### src/rtl/hazard_ctrl_if.sv
// Hazard-controller bundle: ID/EX/MEM hazard sources in, pipeline hold/flush controls out.
// master = pipeline datapath, slave = hazard_ctrl.
interface hazard_ctrl_if #(
    parameter int REG_W = 5
);
    logic [REG_W-1:0] id_rs;
    logic [REG_W-1:0] id_rt;
    logic             id_use_rs;
    logic             id_use_rt;
    logic             id_branch;
    logic             id_jump;
    logic             br_taken;
    logic             ex_memread;
    logic             ex_regwrite;
    logic [REG_W-1:0] ex_rd;
    logic             mem_memread;
    logic [REG_W-1:0] mem_rd;
    logic             dmem_req;
    logic             dmem_ready;

    logic             pc_hold;
    logic             if_id_hold;
    logic             id_ex_flush;
    logic             if_flush;
    logic             ex_mem_hold;
    logic             mem_wb_bubble;
    logic             busy;

    modport master (
        output id_rs, id_rt, id_use_rs, id_use_rt, id_branch, id_jump, br_taken,
               ex_memread, ex_regwrite, ex_rd, mem_memread, mem_rd, dmem_req, dmem_ready,
        input  pc_hold, if_id_hold, id_ex_flush, if_flush, ex_mem_hold, mem_wb_bubble, busy
    );

    modport slave (
        input  id_rs, id_rt, id_use_rs, id_use_rt, id_branch, id_jump, br_taken,
               ex_memread, ex_regwrite, ex_rd, mem_memread, mem_rd, dmem_req, dmem_ready,
        output pc_hold, if_id_hold, id_ex_flush, if_flush, ex_mem_hold, mem_wb_bubble, busy
    );
endinterface

### src/rtl/hazard_ctrl.sv
// Hazard controller for the 5-stage MIPS pipeline (branches resolved in ID): counted load/branch
// stalls plus data-memory wait freeze. Define HAZARD_STATS_EN to add stall/flush statistics ports.
module hazard_ctrl #(
    parameter int REG_W    = 5,
    parameter int LOAD_LAT = 1,
    parameter int CNT_W    = 3
) (
    input  logic         clk,
    input  logic         rst_n,
    hazard_ctrl_if.slave hz
`ifdef HAZARD_STATS_EN
    ,
    output logic [31:0]  stall_cycles,
    output logic [31:0]  flush_count
`endif
);
    typedef enum logic [1:0] {
        S_IDLE     = 2'd0,
        S_STALL    = 2'd1,
        S_MEM_WAIT = 2'd2
    } state_t;

    localparam logic [REG_W-1:0] REG_ZERO = '0;
    localparam logic [CNT_W-1:0] LAT_N    = CNT_W'(LOAD_LAT);
    localparam logic [CNT_W-1:0] LAT_N_P1 = CNT_W'(LOAD_LAT + 1);
    localparam logic [CNT_W-1:0] CNT_ONE  = CNT_W'(1);

    if ((2 ** CNT_W) <= LOAD_LAT + 1) begin : g_cnt_w_too_narrow
        $error("hazard_ctrl: CNT_W=%0d cannot hold LOAD_LAT+1=%0d", CNT_W, LOAD_LAT + 1);
    end
    if (LOAD_LAT < 1 || LOAD_LAT > 7) begin : g_load_lat_range
        $error("hazard_ctrl: LOAD_LAT=%0d outside 1..7", LOAD_LAT);
    end

    state_t           r_state, r_ret, w_state_nxt, w_ret_nxt;
    logic [CNT_W-1:0] r_cnt, w_cnt_nxt, w_need;
    logic             w_hit_ex, w_hit_mem, w_wait_entry;
    logic             w_freeze, w_stall, w_hold, w_redirect;

    // $0 never carries a real dependency, so a zero destination never matches.
    assign w_hit_ex  = (hz.ex_rd != REG_ZERO) &
                       ((hz.id_use_rs & (hz.ex_rd == hz.id_rs)) | (hz.id_use_rt & (hz.ex_rd == hz.id_rt)));
    assign w_hit_mem = (hz.mem_rd != REG_ZERO) &
                       ((hz.id_use_rs & (hz.mem_rd == hz.id_rs)) | (hz.id_use_rt & (hz.mem_rd == hz.id_rt)));
    assign w_wait_entry = hz.dmem_req & ~hz.dmem_ready;

    // NOTE: every always_comb variable gets a default first, so no path can infer a latch.
    always_comb begin
        w_need = '0;
        if (hz.id_branch & hz.ex_memread & w_hit_ex)        w_need = LAT_N_P1;
        else if (hz.ex_memread & w_hit_ex)                  w_need = LAT_N;
        else if (hz.id_branch & hz.mem_memread & w_hit_mem) w_need = LAT_N;
        else if (hz.id_branch & hz.ex_regwrite & w_hit_ex)  w_need = CNT_ONE;
    end

    // NOTE: state uses non-blocking assignments; the reset is synchronous and sampled on clk.
    always_ff @(posedge clk) begin
        if (!rst_n) begin
            r_state <= S_IDLE;
            r_ret   <= S_IDLE;
            r_cnt   <= '0;
        end else begin
            r_state <= w_state_nxt;
            r_ret   <= w_ret_nxt;
            r_cnt   <= w_cnt_nxt;
        end
    end

    always_comb begin
        w_state_nxt = r_state;
        w_ret_nxt   = r_ret;
        w_cnt_nxt   = r_cnt;
        case (r_state)
            S_IDLE: begin
                if (w_wait_entry) begin
                    w_state_nxt = S_MEM_WAIT;
                    w_ret_nxt   = S_IDLE;
                end else if (w_need > CNT_ONE) begin
                    w_state_nxt = S_STALL;
                    w_cnt_nxt   = w_need - CNT_ONE;
                end
            end
            S_STALL: begin
                if (w_wait_entry) begin
                    w_state_nxt = S_MEM_WAIT;
                    w_ret_nxt   = S_STALL;
                end else begin
                    w_cnt_nxt = (r_cnt > CNT_ONE) ? r_cnt - CNT_ONE : '0;
                    if (r_cnt <= CNT_ONE) w_state_nxt = S_IDLE;
                end
            end
            S_MEM_WAIT: begin
                if (hz.dmem_ready) w_state_nxt = r_ret;
            end
            default: w_state_nxt = S_IDLE;
        endcase
    end

    // A memory wait overrides any stall; its entry cycle already freezes.
    always_comb begin
        w_freeze = 1'b0;
        w_stall  = 1'b0;
        case (r_state)
            S_IDLE: begin
                w_freeze = w_wait_entry;
                w_stall  = ~w_wait_entry & (w_need != '0);
            end
            S_STALL: begin
                w_freeze = w_wait_entry;
                w_stall  = ~w_wait_entry;
            end
            S_MEM_WAIT: w_freeze = 1'b1;
            default: ;
        endcase
    end

    assign w_hold     = w_freeze | w_stall;
    assign w_redirect = hz.id_jump | (hz.id_branch & hz.br_taken);

    assign hz.pc_hold       = rst_n & w_hold;
    assign hz.if_id_hold    = rst_n & w_hold;
    assign hz.id_ex_flush   = rst_n & w_stall;
    assign hz.ex_mem_hold   = rst_n & w_freeze;
    assign hz.mem_wb_bubble = rst_n & w_freeze;
    assign hz.if_flush      = rst_n & w_redirect & ~w_hold;
    assign hz.busy          = rst_n & (r_state != S_IDLE);

`ifdef HAZARD_STATS_EN
    logic [31:0] r_stall_cycles, r_flush_count;

    always_ff @(posedge clk) begin
        if (!rst_n) begin
            r_stall_cycles <= '0;
            r_flush_count  <= '0;
        end else begin
            if (w_hold && (r_stall_cycles != '1))
                r_stall_cycles <= r_stall_cycles + 32'd1;
            if (w_redirect && !w_hold && (r_flush_count != '1))
                r_flush_count <= r_flush_count + 32'd1;
        end
    end

    assign stall_cycles = rst_n ? r_stall_cycles : '0;
    assign flush_count  = rst_n ? r_flush_count  : '0;
`endif
endmodule

### src/flat_wrapper.sv
// flat-port wrapper written by rule: the top's interface ports become plain ports
module hazard_ctrl_flat 
#(
    parameter int REG_W    = 5,
    parameter int LOAD_LAT = 1,
    parameter int CNT_W    = 3
)
  (clk, rst_n, hz_id_rs, hz_id_rt, hz_id_use_rs, hz_id_use_rt, hz_id_branch, hz_id_jump, hz_br_taken, hz_ex_memread, hz_ex_regwrite, hz_ex_rd, hz_mem_memread, hz_mem_rd, hz_dmem_req, hz_dmem_ready, hz_pc_hold, hz_if_id_hold, hz_id_ex_flush, hz_if_flush, hz_ex_mem_hold, hz_mem_wb_bubble, hz_busy);
  hazard_ctrl_if #(.REG_W(REG_W)) hz_i ();
  input  logic clk;
  input  logic rst_n;
  input wire logic [$bits(hz_i.id_rs)-1:0] hz_id_rs;
  input wire logic [$bits(hz_i.id_rt)-1:0] hz_id_rt;
  input wire logic [$bits(hz_i.id_use_rs)-1:0] hz_id_use_rs;
  input wire logic [$bits(hz_i.id_use_rt)-1:0] hz_id_use_rt;
  input wire logic [$bits(hz_i.id_branch)-1:0] hz_id_branch;
  input wire logic [$bits(hz_i.id_jump)-1:0] hz_id_jump;
  input wire logic [$bits(hz_i.br_taken)-1:0] hz_br_taken;
  input wire logic [$bits(hz_i.ex_memread)-1:0] hz_ex_memread;
  input wire logic [$bits(hz_i.ex_regwrite)-1:0] hz_ex_regwrite;
  input wire logic [$bits(hz_i.ex_rd)-1:0] hz_ex_rd;
  input wire logic [$bits(hz_i.mem_memread)-1:0] hz_mem_memread;
  input wire logic [$bits(hz_i.mem_rd)-1:0] hz_mem_rd;
  input wire logic [$bits(hz_i.dmem_req)-1:0] hz_dmem_req;
  input wire logic [$bits(hz_i.dmem_ready)-1:0] hz_dmem_ready;
  output wire logic [$bits(hz_i.pc_hold)-1:0] hz_pc_hold;
  output wire logic [$bits(hz_i.if_id_hold)-1:0] hz_if_id_hold;
  output wire logic [$bits(hz_i.id_ex_flush)-1:0] hz_id_ex_flush;
  output wire logic [$bits(hz_i.if_flush)-1:0] hz_if_flush;
  output wire logic [$bits(hz_i.ex_mem_hold)-1:0] hz_ex_mem_hold;
  output wire logic [$bits(hz_i.mem_wb_bubble)-1:0] hz_mem_wb_bubble;
  output wire logic [$bits(hz_i.busy)-1:0] hz_busy;
  assign hz_i.id_rs = hz_id_rs;
  assign hz_i.id_rt = hz_id_rt;
  assign hz_i.id_use_rs = hz_id_use_rs;
  assign hz_i.id_use_rt = hz_id_use_rt;
  assign hz_i.id_branch = hz_id_branch;
  assign hz_i.id_jump = hz_id_jump;
  assign hz_i.br_taken = hz_br_taken;
  assign hz_i.ex_memread = hz_ex_memread;
  assign hz_i.ex_regwrite = hz_ex_regwrite;
  assign hz_i.ex_rd = hz_ex_rd;
  assign hz_i.mem_memread = hz_mem_memread;
  assign hz_i.mem_rd = hz_mem_rd;
  assign hz_i.dmem_req = hz_dmem_req;
  assign hz_i.dmem_ready = hz_dmem_ready;
  assign hz_pc_hold = hz_i.pc_hold;
  assign hz_if_id_hold = hz_i.if_id_hold;
  assign hz_id_ex_flush = hz_i.id_ex_flush;
  assign hz_if_flush = hz_i.if_flush;
  assign hz_ex_mem_hold = hz_i.ex_mem_hold;
  assign hz_mem_wb_bubble = hz_i.mem_wb_bubble;
  assign hz_busy = hz_i.busy;
  hazard_ctrl #(.REG_W(REG_W), .LOAD_LAT(LOAD_LAT), .CNT_W(CNT_W)) u_core (.clk(clk), .rst_n(rst_n), .hz(hz_i));
endmodule
### config.mk
export PLATFORM = sky130hd
export DESIGN_NAME = hazard_ctrl_flat
export DESIGN_NICKNAME = d
export VERILOG_FILES = /design/src/rtl/hazard_ctrl_if.sv /design/src/rtl/hazard_ctrl.sv /design/src/flat_wrapper.sv
export SDC_FILE = /design/constraint.sdc
export NUM_CORES = 1
export LEC_CHECK = 0
export CAP_MARGIN = 20
export CORE_MARGIN = 5
export CORE_UTILIZATION = 38
export CTS_CLUSTER_DIAMETER = 80
export DETAILED_ROUTE_END_ITERATION = 6
export MAX_ROUTING_LAYER = met4
export PLACE_DENSITY = 0.78
export SETUP_SLACK_MARGIN = 0.5
export SYNTH_ARGS = -nofsm -noshare
export SYNTH_HDL_FRONTEND = slang
export SYNTH_SLANG_ARGS = --single-unit
### constraint.sdc
create_clock -name clk -period 2.4 [get_ports clk]
set_input_delay 0.24 -clock clk [delete_from_list [all_inputs] [get_ports clk]]
set_output_delay 0.24 -clock clk [all_outputs]
set_load 0.005 [all_outputs]
# ---- After elaboration in Yosys (flattened, before gate mapping)
# Index checks and enable logic that the tools add are counted.
dict set report word_totals {
  reg_bits 7
  latchBits 0
  ram_bits 0
  mem_bits_ro 0
  input_bits 32
  output_inout_bits 7
  wordCells 81
  n_memories 0
}
dict set report classes {
  n_addsub 2
  mul 0
  n_div 0
  order_cmp 3
  eq_ne 14
  shift 0
  muxes 20
  bitwise 29
  reduce_logical 10
}
# op count
set op_table {}
lappend op_table {{bitwise AND 1 bit} 22}
lappend op_table {{2-to-1 mux 3 bit} 7}
lappend op_table {{equality test 5 bit} 4}
lappend op_table {{2-to-1 mux 2 bit} 7}
lappend op_table {{nonzero test 5 bit} 2}
lappend op_table {{> comparator 3 x 1 -> 1 bit, second input constant} 2}
lappend op_table {{inequality test 2 x 1 -> 1 bit, second input constant} 3}
lappend op_table {{inequality test 2 bit, second input constant} 3}
lappend op_table {{inequality test 3 x 1 -> 1 bit, second input constant} 2}
lappend op_table {{one-hot mux 2 bit (3 select lines)} 1}
lappend op_table {{one-hot mux 3 bit (2 select lines)} 1}
lappend op_table {{AND reduction 3 bit} 2}
lappend op_table {{subtractor 3 x 1 -> 3 bit, second input constant} 2}
lappend op_table {{bitwise OR 1 bit} 4}
lappend op_table {{one-hot mux 1 bit (2 select lines)} 2}
lappend op_table {{one-hot mux 2 bit (2 select lines)} 1}
lappend op_table {{AND reduction 4 bit} 1}
lappend op_table {{nonzero test 2 bit} 2}
lappend op_table {{less-or-equal comparator 3 x 1 -> 1 bit, second input constant} 1}
lappend op_table {{NOT 1 bit} 3}
lappend op_table {{nonzero test 3 bit} 1}
lappend op_table {{equality test 2 x 1 -> 1 bit, second input constant} 1}
lappend op_table {{equality test 2 bit, second input constant} 1}
lappend op_table {{logical NOT 2 bit} 1}
lappend op_table {{other kinds (2)} 2}

# ---- Longest topological paths before layout
dict set report logic_depth {
  ltp_word 15
  ltp_mapped 7
}

# ---- Least setup slack after synthesis
# OpenSTA, ideal clock, no wires.
dict set report synth_timing {
  path_kind {input port to output port}
  from {input hz_ex_rd[4]}
  to {output hz_pc_hold}
  arrival_time_ns 1.750
  path_slack_ns 0.410
  cell_stages 6
  path_buffers 1
  path_cell_list {xor2_1 > nor4_2 > a32oi_1 > or4b_4 > a31oi_1 > buf_4}
}
dict set report synth_between {
  elab_chain_cells 14
  elab_cells_between_ends 19
}
# element line_no
set synth_lines {}
lappend synth_lines {{start: declaration} flat_wrapper.sv:21} ;# input wire logic [$bits(hz_i.ex_rd)-1:0] hz_ex_rd;
lappend synth_lines {{equality test 5 bit} hazard_ctrl.sv:42} ;# ((hz.id_use_rs & (hz.ex_rd == hz.id_rs)) | (hz.id_use_rt & (hz.ex_rd == hz.id_rt)));
lappend synth_lines {{bitwise AND 1 bit} hazard_ctrl.sv:42}
lappend synth_lines {{bitwise OR 1 bit} hazard_ctrl.sv:42}
lappend synth_lines {{bitwise AND 1 bit *} hazard_ctrl.sv:41} ;# assign w_hit_ex = (hz.ex_rd != REG_ZERO) &
lappend synth_lines {{bitwise AND 1 bit} hazard_ctrl.sv:53} ;# else if (hz.id_branch & hz.ex_regwrite & w_hit_ex) w_need = CNT_ONE;
lappend synth_lines {{2-to-1 mux 1 bit} hazard_ctrl.sv:53}
lappend synth_lines {{2-to-1 mux 3 bit} hazard_ctrl.sv:52} ;# else if (hz.id_branch & hz.mem_memread & w_hit_mem) w_need = LAT_N;
lappend synth_lines {{2-to-1 mux 3 bit} hazard_ctrl.sv:51} ;# else if (hz.ex_memread & w_hit_ex) w_need = LAT_N;
lappend synth_lines {{2-to-1 mux 3 bit *} hazard_ctrl.sv:50} ;# if (hz.id_branch & hz.ex_memread & w_hit_ex) w_need = LAT_N_P1;
lappend synth_lines {{nonzero test 3 bit *} hazard_ctrl.sv:106} ;# w_stall = ~w_wait_entry & (w_need != '0);
lappend synth_lines {{bitwise AND 1 bit *} hazard_ctrl.sv:106}
lappend synth_lines {{one-hot mux 1 bit (2 select lines) *} hazard_ctrl.sv:103} ;# case (r_state)
lappend synth_lines {{bitwise OR 1 bit *} hazard_ctrl.sv:117} ;# assign w_hold = w_freeze | w_stall;
lappend synth_lines {{bitwise AND 1 bit *} -}
lappend synth_lines {{end: declaration} flat_wrapper.sv:26} ;# output wire logic [$bits(hz_i.pc_hold)-1:0] hz_pc_hold;
# Mark *: on every way between the ends. The rest lies on a longest branch, timed or not.

# ---- Worst setup path in the final report
dict set report layout_timing {
  from {input hz_ex_rd[1]}
  to {output hz_pc_hold}
}
dict set report layout_between {
  elab_chain_cells 14
  elab_cells_between_ends 19
}
# element line_no
set layout_lines {}
lappend layout_lines {{equality test 5 bit} hazard_ctrl.sv:42}
lappend layout_lines {{bitwise AND 1 bit} hazard_ctrl.sv:42}
lappend layout_lines {{bitwise OR 1 bit} hazard_ctrl.sv:42}
lappend layout_lines {{bitwise AND 1 bit *} hazard_ctrl.sv:41}
lappend layout_lines {{bitwise AND 1 bit} hazard_ctrl.sv:53}
lappend layout_lines {{2-to-1 mux 1 bit} hazard_ctrl.sv:53}
lappend layout_lines {{2-to-1 mux 3 bit} hazard_ctrl.sv:52}
lappend layout_lines {{2-to-1 mux 3 bit} hazard_ctrl.sv:51}
lappend layout_lines {{2-to-1 mux 3 bit *} hazard_ctrl.sv:50}
lappend layout_lines {{nonzero test 3 bit *} hazard_ctrl.sv:106}
lappend layout_lines {{bitwise AND 1 bit *} hazard_ctrl.sv:106}
lappend layout_lines {{one-hot mux 1 bit (2 select lines) *} hazard_ctrl.sv:103}
lappend layout_lines {{bitwise OR 1 bit *} hazard_ctrl.sv:117}
lappend layout_lines {{bitwise AND 1 bit *} hazard_ctrl.sv:120} ;# assign hz.pc_hold = rst_n & w_hold;
# Marked as above.

==> metrics.log <==
INFO  metric globalRouteOverflowTotal = 0
INFO  metric clk_pin_slew = 0.04 ns
INFO  metric seq_area_frac_synth = 16.9%
INFO  metric wirelength = 2.65 mm
INFO  metric grt.total_usage = about 21%
INFO  metric clk_latency = 0.24 ns
INFO  metric ys_ff_latch = 6
INFO  metric tns = 0 ns
INFO  metric ys.flop_type = dfxtp_1
INFO  metric slew_viol_final = 0
INFO  metric floorplan.die.width = ~53 um
INFO  metric area_growth_syn_to_layout = 84.0%
INFO  metric post_syn_instances = 91
INFO  metric finalWeightedCongestion = a little under 0.9
INFO  metric hold_viol = 0
INFO  metric grt_max_degree = 9
INFO  metric fp.dieArea = about 2800 um2
INFO  metric ys_top_cells_by_count = xor2_1 (16), nor2_1 (9), a21oi_1 (8), dfxtp_1 (6), nand2_1 (5)
INFO  metric detail_route.drc_violations = 0
INFO  metric route.detailed.vias_per_inst = 5.24
INFO  metric holdBufCountCts = 0
INFO  metric first_global_vias = ~1,000
INFO  metric power-per-cell-area = 275 nW/um2
INFO  metric tightest_slew = 0.438 ns
INFO  metric antenna_violations_before_repair = 0
INFO  metric core = 1750 um2
INFO  metric synth_top_area_share = 19.7%
INFO  metric synth_enable_flop_cells = 0
INFO  metric slowest_stage = or4b_4
INFO  metric achievable-frequency = 466 MHz
INFO  metric critPathMostFrequentCell = buf_2
INFO  metric max-clock-path-buffers = 2
INFO  metric initial_core_util = roughly two fifths
INFO  metric synth_top_cell_by_area = xor2_1
INFO  metric timing.critical_path.to_type = output pin
INFO  metric post_route_minimum_period = between 2 and 2.5 ns
INFO  metric clock_tree.htree_level_count = 1
INFO  metric n_antenna_cell = 0
INFO  metric route.vias.total = 928
INFO  metric cp.required = about 2.2 ns
INFO  metric post_route_cells_drive_above_1_share = between 30% and 40%
INFO  metric ir_drop = ~0.27 mV
INFO  metric drt-wirelength-per-cell = 15.0 um
INFO  metric synth-async-reset-ratio = 0%
INFO  metric tritoncts = done
INFO  metric die_h = 53.2 um
INFO  metric path_buf_inv = 3
INFO  metric fin_total_pwr = about 0.36 mW
INFO  metric grt_first_pass_wirelength = 4.35 mm
INFO  metric path_class = in -> out
INFO  metric fin_clk_skew = 0.00321 ns
INFO  metric worstSetupStartpointType = input pin
INFO  metric worst_hold_path_type = in -> reg
INFO  metric clock_sinks = 6
INFO  metric cellLeakagePower = roughly 0.56 nW
INFO  metric critPathTopFamily = simple AND/OR/NAND/NOR gates
INFO  metric placementRows = 15
INFO  metric syn-num-nets = roughly 130
INFO  metric max_cap_viol_count = 0
INFO  metric period_utilization_post_route = 89.4%
INFO  metric crit_path_cell_chain = buf_2 -> xor2_1 -> nor4_2 -> a32oi_1 -> or4b_4 -> buf_6 -> a31oi_4 -> buf_2
INFO  metric yosys.cell_types.count = 35
INFO  metric postSynthAreaPerCell = 7.81 um2
INFO  metric drt.antenna.violating_nets = 0
INFO  metric critPathArrivalTime = 1.91 ns
INFO  metric dp.final_hpwl = 2.06 mm
INFO  metric rsz0062_at_grt = yes
INFO  metric slew-limit-headroom = 70.5%
INFO  metric clockRootBuffer = clkbuf_4
INFO  metric boundaryPins = 39
INFO  metric longest_individual_stage_delay_on_the_worst_path = 0.55 ns
INFO  metric synth_area = 711 um2
INFO  metric crit_path_max_fanout = 2
INFO  metric io_buffer_count = 38
INFO  metric status = completed
INFO  metric cts_inserted_buffers = 3
INFO  metric final_net_count = 188
INFO  metric setup-violations-final = 0
INFO  metric yosysWarnings = 0
INFO  metric netlist_top_cells_area = xor2_1 (20%), dfxtp_1 (17%), a21oi_1 (5.6%), xnor2_1 (4.9%), nor2_1 (4.8%)
INFO  metric drt_first_pass_iters = 4
INFO  metric most_frequently_used_cell_type_in_the_post_synthesis_netlist = xor2_1
INFO  metric initial_drc_count = 27
==> metrics by stage <==
stage	cells	utilization (%)	cell area (um2)	hold WS, ns	setup WS (ns)
after floorplan	91	-	729	0.319	0.497
after global placement	171	72.5	1260	0.462	-0.400
after detailed placement	171	72.5	1260	0.481	-0.436
after CTS	177	73.9	1290	0.460	0.243
after global routing	177	74.9	1310	0.464	0.149
final	177	74.9	1310	0.465	0.255
==> worst paths after layout <==
| check | start | endpoint | slack [ns] | depth (start not counted) |
|---|---|---|---|---|
| min | rst_n | u_core.r_cnt[0]$_SDFFE_PN0P_ | 0.47 | 2 |
| max reg2reg | u_core.r_cnt[0]$_SDFFE_PN0P_ | u_core.r_cnt[2]$_SDFFE_PN0P_ | 0.76 | 6 |
| max | hz_ex_rd[1] | hz_pc_hold | 0.25 | 8 |
| min reg2reg | u_core.r_cnt[1]$_SDFFE_PN0P_ | u_core.r_cnt[1]$_SDFFE_PN0P_ | 0.48 | 2 |
==> routing by layer <==
layer  vias to the layer above  share of wire, %  track usage, %
met4                         0               1.6            5.11
li1                        452                 -               -
met5                         -                 0               -
met2                        46                49            38.0
met3                         7               9.4            2.54
met1                       423                40            23.7
==> cells in the final DEF (no fill, tap or decap), drive strengths merged, types with 5 or more instances in the layout <==
master         synthesis  routed
xor2                  16      16
a21oi                  8       8
clkdlybuf4s50          0      11
nor2                   9       9
nand2                  5       5
dfxtp                  6       6
buf                    2      37
dlygate4sd2            0      10
nor4                   5       5
==> sequential cells by signal, indices dropped and copies added, names as in the netlist <==
register	count
u_core.r_cnt	3
u_core.r_ret	1
u_core.r_state	2
==> cell families after synthesis <==
family / count (synthesis) / share of synthesized area (%)
adders and majority gates: 2 / 3.52
AOI/OAI and AO/OA: 23 / 22.5
muxes: 1 / 1.41
DFF: 6 / 16.9
buffers and inverters: 7 / 4.75
xor gates and xnor gates: 20 / 24.6
and+or+nand+nor: 32 / 26.2
==> power by group <==
part / leakage [nW] / total, mW / switching (mW) / internal (mW)
Sequential: 0.0485 / 0.103 / 0.00177 / 0.101
Combinational: 0.499 / 0.166 / 0.0723 / 0.0940
Clock: 0.0138 / 0.0903 / 0.0339 / 0.0564
==> worst register-to-register path, delay by kind of cell (launching register included) <==
kind	cells	cell delay, ns
fa+ha+maj	1	0.17
compound gates	5	0.96
flops	1	0.40
==> timing repair <==
action / CTS / global route
gates resized for setup: 90 / 6
setup endpoints to repair: 9 / 6
pin swaps: 15 / 5
setup buffers: 3 / 0
endpoints found under the hold margin: 0 / 0
==> cell type report <==
cell class,instances,area (um2)
multi-input cells,78,626
inverters,5,20.0
fillers,144,438
well taps,25,31.3
clock buffers,3,22.5
repair buffers,60,488
flip-flops and latches,6,120
Note: power is estimated with default switching activity, not from simulation.
